File: src/rtl/param_regfile_clr.sv
// Parametrised register file with separate write and read ports, a registered
// read output with a one-cycle valid strobe, and a hardware clear sequencer that
// sweeps every entry to zero over DEPTH cycles.
//
// Optional build macro REGFILE_WRITE_THROUGH_EN: when defined, a same-address
// write and read at one edge returns the new write data (bypass). When undefined,
// the read returns the value stored before the write (read-before-write).
module param_regfile_clr #(
  parameter int unsigned DATA_W = 8,
  parameter int unsigned AD_W   = 3
) (
  input  logic              CLK,
  input  logic              RST,
  input  logic              WE,
  input  logic [AD_W-1:0]   WAD,
  input  logic [DATA_W-1:0] Din,
  input  logic              RE,
  input  logic [AD_W-1:0]   RAD,
  output logic [DATA_W-1:0] Dout,
  output logic              RVALID,
  input  logic              CLR,
  output logic              BUSY
);

  localparam int unsigned DEPTH = 2 ** AD_W;

  typedef enum logic [0:0] {
    StIdle,
    StClear
  } state_e;

  state_e            state_q;
  logic [AD_W-1:0]   ptr_q;
  logic [DATA_W-1:0] dout_q;
  logic              rvalid_q;
  logic              busy_q;
  logic [DATA_W-1:0] mem_q [DEPTH];

  logic              accept;
  logic              wr_en;
  logic              rd_en;
  logic [DATA_W-1:0] rd_data;

  // Accesses are honoured only in idle, and a clear request drops them.
  assign accept = (state_q == StIdle) && !CLR;
  assign wr_en  = accept && WE;
  assign rd_en  = accept && RE;

  // Read data selection for the registered output.
  always_comb begin
    rd_data = mem_q[RAD];
`ifdef REGFILE_WRITE_THROUGH_EN
    if (WE && (WAD == RAD)) begin
      rd_data = Din;
    end
`endif
  end

  // Control FSM with registered read port and busy flag.
  always_ff @(posedge CLK or negedge RST) begin
    if (!RST) begin
      state_q  <= StIdle;
      ptr_q    <= '0;
      dout_q   <= '0;
      rvalid_q <= 1'b0;
      busy_q   <= 1'b0;
    end else begin
      unique case (state_q)
        StIdle: begin
          if (CLR) begin
            state_q  <= StClear;
            ptr_q    <= '0;
            busy_q   <= 1'b1;
            rvalid_q <= 1'b0;
          end else begin
            rvalid_q <= rd_en;
            if (rd_en) begin
              dout_q <= rd_data;
            end
          end
        end
        StClear: begin
          // Dout deliberately holds its last value during the sweep.
          rvalid_q <= 1'b0;
          ptr_q    <= ptr_q + AD_W'(1);
          if (ptr_q == AD_W'(DEPTH - 1)) begin
            state_q <= StIdle;
            busy_q  <= 1'b0;
          end
        end
        default: begin
          state_q  <= StIdle;
          busy_q   <= 1'b0;
          rvalid_q <= 1'b0;
        end
      endcase
    end
  end

  // Storage array: cleared by reset or by the sweep, else written in idle.
  always_ff @(posedge CLK or negedge RST) begin
    if (!RST) begin
      for (int i = 0; i < int'(DEPTH); i++) begin
        mem_q[i] <= '0;
      end
    end else if (state_q == StClear) begin
      mem_q[ptr_q] <= '0;
    end else if (wr_en) begin
      mem_q[WAD] <= Din;
    end
  end

  assign Dout   = dout_q;
  assign RVALID = rvalid_q;
  assign BUSY   = busy_q;

endmodule

File: config.mk
export PLATFORM = sky130hd
export DESIGN_NAME = param_regfile_clr
export DESIGN_NICKNAME = d
export VERILOG_FILES = /design/src/rtl/param_regfile_clr.sv
export SDC_FILE = /design/constraint.sdc
export NUM_CORES = 1
export LEC_CHECK = 0
export CORE_AREA = 4 4 83 85
export CTS_CLUSTER_DIAMETER = 80
export DETAILED_ROUTE_END_ITERATION = 8
export DIE_AREA = 0 0 87 89
export GPL_TIMING_DRIVEN = 1
export PLACE_DENSITY = 0.95
export SYNTH_ARGS = -nofsm -noshare
export SYNTH_HDL_FRONTEND = slang
export SYNTH_SLANG_ARGS = --single-unit
File: constraint.sdc
create_clock -name CLK -period 2.75 [get_ports CLK]
set_input_delay 0.55 -clock CLK [delete_from_list [all_inputs] [get_ports CLK]]
set_output_delay 0.55 -clock CLK [all_outputs]
set_load 0.02 [all_outputs]
==> results of run 1 <==
state kept, by name, summed over array words and instances (netlist names):
name,flops
mem_q,64
Dout,8
ptr_q,3
BUSY,1
RVALID,1
state_q,1
metrics by stage:
step / util (%) / power (mW) / hold slack, ns / cells
floorplan: - / 2.46 / 0.254 / 335
global placement: 66.9 / 2.73 / 0.460 / 426
detailed placement: 66.9 / 2.82 / 0.467 / 426
CTS: 70.2 / 3.69 / 0.381 / 442
global route: 70.2 / 3.89 / 0.432 / 442
finish: 70.2 / 3.70 / 0.332 / 442
how the worst max path moves through the flow:
| stage | to | startpoint | slack (ns) |
|---|---|---|---|
| after global routing | mem_q[49] | CLR | 0.61 |
| after floorplan | mem_q[48] | CLR | 1.05 |
| after detailed placement | mem_q[49] | CLR | 0.35 |
| final | mem_q[49] | CLR | 0.74 |
| after CTS | mem_q[62] | CLR | 0.74 |
| after global placement | mem_q[63] | CLR | 0.44 |
worst max-delay path, delay by kind of cell:
kind	cells	cell delay (ns)
multiplexers	1	0.25
AND/OR/NAND/NOR	2	1.01
buffers and inverters	1	0.47
synthesized netlist by cell type (3+ instances only):
library cell,count
sky130_fd_sc_hd__a22o_1,10
sky130_fd_sc_hd__buf_2,8
sky130_fd_sc_hd__clkbuf_1,8
sky130_fd_sc_hd__dfrtp_1,78
sky130_fd_sc_hd__ha_1,3
sky130_fd_sc_hd__inv_1,10
sky130_fd_sc_hd__mux2_2,17
sky130_fd_sc_hd__mux2i_1,80
sky130_fd_sc_hd__nand2_1,74
sky130_fd_sc_hd__nand4b_1,3
sky130_fd_sc_hd__nor2_1,3
sky130_fd_sc_hd__o22ai_1,9
sky130_fd_sc_hd__o31ai_1,8
final cells by class:
| type | instances | share of cell area (%) |
|---|---|---|
| flip-flops and latches | 78 | 44.8 |
| multi-input cells | 229 | 40.1 |
| repair buffers | 32 | 7.36 |
| clock buffers | 12 | 3.56 |
| well taps | 77 | 2.21 |
| clock inverters | 4 | 1.03 |
| inverters | 10 | 0.862 |
metal layers:
layer	track usage (%)	wire length [um]
met2	40.8	4310
met1	32.5	3600
met3	3.96	607
met5	0	0
met4	10.2	219
power breakdown:
group	switching, mW	internal (mW)	leakage (nW)
sequential	0.276	1.49	1.05
clock	0.412	0.465	0.106
combinational	0.568	0.490	0.873
total	1.26	2.44	2.03
kinds of logic after synthesis:
| family | Yosys count |
|---|---|
| AND/OR/NAND/NOR | 101 |
| multiplexers | 97 |
| flip-flops | 78 |
| AO/OA/AOI/OAI | 28 |
| buffers and inverters | 28 |
| adder cells (fa/ha/maj) | 3 |
==> results list, run 1 <==
- Headroom to the max-slew limit came out at 35.9%.
- The number of hold violations in the final report came to 0.
- Of the post-synthesis cell area, the part taken by muxes is 26.0%.
- The via count of the first global-routing pass was approximately 2,700.
- Count of synthesis-stage warnings from yosys: 0
- Summing all flip-flop and latch instances after layout gives roughly 2000 sq um.
* Count of input and output buffers: 28
- Adder and majority gate portion of the synthesized area: 0.984%
- Simple-gate portion of the synthesized area: a little over an eighth
- Across the routed clock network, the largest skew measured is about 0.0066 ns.
- Final net count: about 380
- Among all flip-flop cells after synthesis, the most frequent one is sky130_fd_sc_hd__dfrtp_1.
- The detail route stage leaves a number of antenna-violating nets equal to 0.
- After global routing the overflow that remains totals 0.
- Number of instances resized during post-cts repair: 0
- In this run the worst path has a maximum fanout of 8.
* Largest cells by area after synthesis: sky130_fd_sc_hd__dfrtp_1 51%, sky130_fd_sc_hd__mux2i_1 21%, sky130_fd_sc_hd__nand2_1 7.3%
- Pre-CTS WS: ~0.35 ns
- For this design, the CTS-stage hold fixing added 0 buffers.
- Setup repair after global routing left no endpoint under its margin.
- Max-cap violations in this run came to 0.
- Clock transition at the register clock pins on the worst setup and hold paths after CTS: about 0.080 ns
- The library cells used most frequently in the layout, excluding fill and tap cells, are 80 x sky130_fd_sc_hd__mux2i_1, 78 x sky130_fd_sc_hd__dfrtp_1, 74 x sky130_fd_sc_hd__nand2_1.
* Detailed-routing iteration count for the pre-antenna-repair pass: 4
- Static power due to leakage: 2.03 nW
- Slowest stage cell, crit path: sky130_fd_sc_hd__or3_1
- Antenna violations before repair: 0
- The first global-routing pass estimated ~14,000 um of wire.
- Total I/O pin count: 29
- Pin slew with the least headroom to its limit: between 0.9 and 1 ns
* Average detailed-routed wire length per instance: ~20 um
- Synthesis produced a netlist with a net count of between 300 and 400.
- The path class of the tightest hold or removal check is in2async.
- Number of clock sinks: between 70 and 80
* Max Clk Rate: 0.497 GHz
- The worst setup path is captured at a register.
- Instance area after placement: 4150 sq um
- In this run the cell area of the synthesized design comes to ~3800 sq um.
- In the routed design, unresolved DRC markers number 0.
- In this run, synthesis inferred 0 flip-flops with an integrated enable.
- Layout fillers: ~420
- Sequential cells were found to cover between 50% and 60% of the synthesized design area.
- Total Die Area: 7740 sq um
- Arrival time at the worst endpoint: ~2.3 ns
- The worst register-to-register path has a depth of 3.
- Leaving out fill and tap cells, the most frequent cell in the layout is sky130_fd_sc_hd__mux2i_1.
- Measured along the y axis, the die boundary spans a little under 90 um.
* Power Dens Cells: between 800 and 900 nW/um^2
- After routing the design area is between 4000 and 5000 sq um.
* Drt initial violations: between 200 and 250
- Relative to the synthesized area, the layout overhead comes to 14.1%.
- After synthesis, the largest area contributor takes up approximately half of total cell area.
* TritonCTS clock tree: done
- Post-CTS repair timing setup buffer count: 0
* Longest individual stage delay on the worst path: approximately 0.53 ns
- The number of antenna diodes in the final layout is 0.
- Total Wirelength: just under 9000 um
- Critical path class: in2reg
- Maximum number of pins on one net before global-route repair: 79
* Root buf cell: sky130_fd_sc_hd__clkbuf_8
* Cell accounting for the most synthesized area: sky130_fd_sc_hd__dfrtp_1
* Peak ir drop on the vdd network: between 0.6 and 0.7 mV
- Footprint of the multi-input gates: around 1700 sq um
- Global-route total usage across every layer: between 20% and 30%
- Startpoint of the worst register-to-register path: state_q
* Count of final max-slew check failures: 0
- Walking the worst path, the cells encountered are clkdlybuf4s50_1 -> or3_1 -> nor3_4 -> mux2i_1.
* Number of vias in the routed layout: between 2,000 and 3,000
* Horiz. Die Dim: 87 um
* Estimated wirelength of the detail-placed design: between 5000 and 6000 um
* Category of the worst setup path launch point: input port
- The initialized floorplan defines 29 standard-cell rows.
* Cell count after synthesis: ~340
- After synthesis, the mean cell area works out to roughly 11 sq um.
* Routability Congestion: approximately 0.90
* TritonCTS Buffers: 9
- Final worst setup slack: approximately 0.74 ns
- The later pin in the worst-skew pair is clocked with a latency of 0.36 ns.
- In the final timing run, aggregate negative setup slack is 0 ns.
- Final critical-path required period: 2.01 ns
- Clk buf depth: 2
- Core area: between 6000 and 7000 sq um
- Register-to-register setup slack: between 0.8 and 0.9 ns
* Number of distinct library cells after synthesis: 31
- Synthesis inferred 78 register bits.
- Dividing the detail-routed via count by the number of cells gives between 6 and 7.
* Maximum level of the CTS H-tree: 3
* Capture instance of the worst register-to-register path: mem_q[49]
- Result of the run: completed
* Complex-gate fraction of the synthesized area: under 10%
- Total setup violations reported at the end of the flow: 0
- By area, the combinational part of the netlist is dominated by multiplexers.
- Fraction of synthesis flops using an asynchronous set or reset pin: 100%
- Initial core utilization: around 61%
- Portion of the clock cycle consumed by the worst path in the final layout: 73.1%
- Layout cell share with drive strength beyond 1: about 13%
- Data required time of the worst path: between 3 and 4 ns
- Of the total synthesized cell area, the portion taken by XOR and XNOR cells is 0%.
No activity file was read; power rests on OpenSTA's default activity.
==> run 2: changes to the inputs <==
--- a/config.mk
+++ b/config.mk
@@ -5,12 +5,12 @@
 export SDC_FILE = /design/constraint.sdc
 export NUM_CORES = 1
 export LEC_CHECK = 0
-export CORE_AREA = 4 4 83 85
+export CORE_AREA = 4 4 90 92
 export CTS_CLUSTER_DIAMETER = 80
 export DETAILED_ROUTE_END_ITERATION = 8
-export DIE_AREA = 0 0 87 89
+export DIE_AREA = 0 0 94 96
 export GPL_TIMING_DRIVEN = 1
-export PLACE_DENSITY = 0.95
+export PLACE_DENSITY = 0.87
 export SYNTH_ARGS = -nofsm -noshare
 export SYNTH_HDL_FRONTEND = slang
 export SYNTH_SLANG_ARGS = --single-unit
==> constraint.sdc (replaced) <==
create_clock -name CLK -period 1.8 [get_ports CLK]
set_input_delay 0.36 -clock CLK [delete_from_list [all_inputs] [get_ports CLK]]
set_output_delay 0.36 -clock CLK [all_outputs]
set_load 0.02 [all_outputs]
==> results list, run 2 (same netlist as run 1, synthesis figures left out) <==
* Result of the run: completed
- CP Max Fanout: 2
- Estimated wirelength of the detail-placed design: 6110 um
- 29 I/O pins were placed.
- STA puts the critical path data required time at between 1 and 1.5 ns.
- Using the TritonRoute via totals, the vias-per-cell ratio works out to between 5 and 6.
- Post-CTS repair timing setup buffer count: 0
* Hold Crit Class: in2async
- Core area: 7210 sq um
- Initial core utilization: between 50% and 60%
- Max Clk Rate: between 0.5 and 0.6 GHz
* TritonCTS Buffers: 9
* Synth-to-layout area growth: 22.2%
- Unrepaired setup endpoints after global routing: false
- For this run, the detailed router's first-pass iteration total came to 5.
* Final critical-path required period: ~1.7 ns
- The tree is rooted in a sky130_fd_sc_hd__clkbuf_8.
- Most used cells in the layout excluding fill and tap cells: 80 x sky130_fd_sc_hd__mux2i_1, 78 x sky130_fd_sc_hd__dfrtp_1, 74 x sky130_fd_sc_hd__nand2_1
* Finished Layout Cells: between 400 and 500
- The worst-case IR drop observed on VDD is approximately 0.6 mV.
- Register with the highest flop count: mem_q
- The initial antenna violation count was 0.
- After detailed routing, the wire length on met1 is around 3800 um.
- Layout cell share with drive strength beyond 1: between 10% and 20%
* Total Wirelength: approximately 8700 um
- The via count of the first global-routing pass came to slightly below 3,000.
- Count of final max-slew check failures: 0
- Static power due to leakage: roughly 2.2 nW
- The final critical path takes up ~96% of the cycle.
* Met2 wire length: approximately 4200 um
- Once detail routing completed, the nets flagged for antenna violations numbered 0.
* Routability Congestion: 0.898
- Count of input and output buffers: 28
* Cell count after placement: around 470
* Die Height: about 96 um
- From left edge to right edge, the die measures ~94 um.
- For this design, the sink count on the clock tree is 78.
* Drt initial violations: between 200 and 250
- Final worst clock skew: roughly 0.011 ns
- Pin slew with the least headroom to its limit: 0.700 ns
- Total setup violations reported at the end of the flow: 0
- Worst-case hold slack: 0.481 ns
- The first global-routing pass estimated roughly 15,000 um of wire.
- The worst setup path is launched from a register.
- WP buf/inv: 1
- The die covers ~9000 sq um.
* Met3 Routed Length: ~530 um
* Final net count: 400
- In the routed design, unresolved DRC markers number 0.
- Average detailed-routed wire length per instance: 18.1 um
- Crit end category: output pin
- Remaining Overflow, GRT: 0
- For the worst setup path, the data arrival time is between 1 and 1.5 ns.
- Maximum level of the CTS H-tree: 3
* Clk buf depth: 2
- The number of hold violations in the final report was 0.
- The worst pin sits at a relative slew slack of 53.2%.
- The repair_antennas step left the layout with diodes totalling 0.
* Slowest stage cell, crit path: sky130_fd_sc_hd__clkdlybuf4s50_1
* Maximum number of pins on one net before global-route repair: 34
* Number of vias in the routed layout: 2,763
- Power Dens Cells: ~1200 nW/um^2
- Placement Rows: 31
- TritonCTS clock tree: done
* Clock Latency Late Sink: 0.36 ns
- Largest delay contributor family on the critical path: buffers and inverters
- The highest metal layer carrying signal wires in the routed design is met4.
* Most frequent standard cell in the layout excluding fill and tap cells: sky130_fd_sc_hd__mux2i_1
- Number of flip-flops under the largest register name: 64
* Global-route total usage across every layer: 21.5%
* Number of instances resized during post-cts repair: 0
- Max-cap violation count: 0
- On the worst path, the slowest cell contributes a delay of between 0.6 and 0.7 ns.
- The critical path is of the reg2out type.
* Clock transition at the register clock pins on the worst setup and hold paths after CTS: ~0.080 ns
- Traced cell by cell, the critical path runs through clkdlybuf4s50_1.
==> run 2: path summary, 6_finish.rpt <==
path	start	to	slack, ns	cells after the start
worst max register to register	state_q	Dout[5]	0.15	3
worst max-delay path	Dout[2]	Dout[2]	0.06	1
worst min-delay path	RST	mem_q[53]	0.48	2
max in group asynchronous	RST	mem_q[62]	0.76	3
min in group CLK	Dout[0]	Dout[0]	0.49	2
worst min register to register	Dout[0]	Dout[0]	0.49	2
==> run 2: per-layer routing <==
metal  vias to the layer above  global-route usage (%)
met5                         -                       0
met4                         0                    8.78
met3                        18                    5.24
met2                        87                    35.3
met1                      1394                    27.4
li1                       1264                       -
==> run 2: metrics by stage <==
step	cell area, sq um	power [mW]	utilization [%]	TNS, ns	setup slack, ns
floorplan	3810	3.75	-	0	0.257
global placement	4430	4.25	61.4	-6.11	-0.167
detailed placement	4430	4.37	61.4	-8.40	-0.246
CTS	4660	5.82	64.6	0	0.0627
global route	4660	6.16	64.6	0	0.0169
finish	4660	5.81	64.6	0	0.0640
==> run 2: report_power, final <==
part / internal, mW / switching, mW
logic: 0.807 / 0.914
registers: 2.27 / 0.362
clock network: 0.785 / 0.674
==> run 2: what timing repair did <==
action	CTS	global route
endpoints found under the hold margin	31	0
hold buffers	1	0
endpoints found under the setup margin	0	0
==> run 2: final cells by class <==
class	count	area, sq um
timing repair buffer	50	583
tap	99	124
clock inverter	7	95.1
inverter	10	37.5
sequential	78	1950
clock buffer	9	124
fill	541	2550
multi-input combinational	229	1750
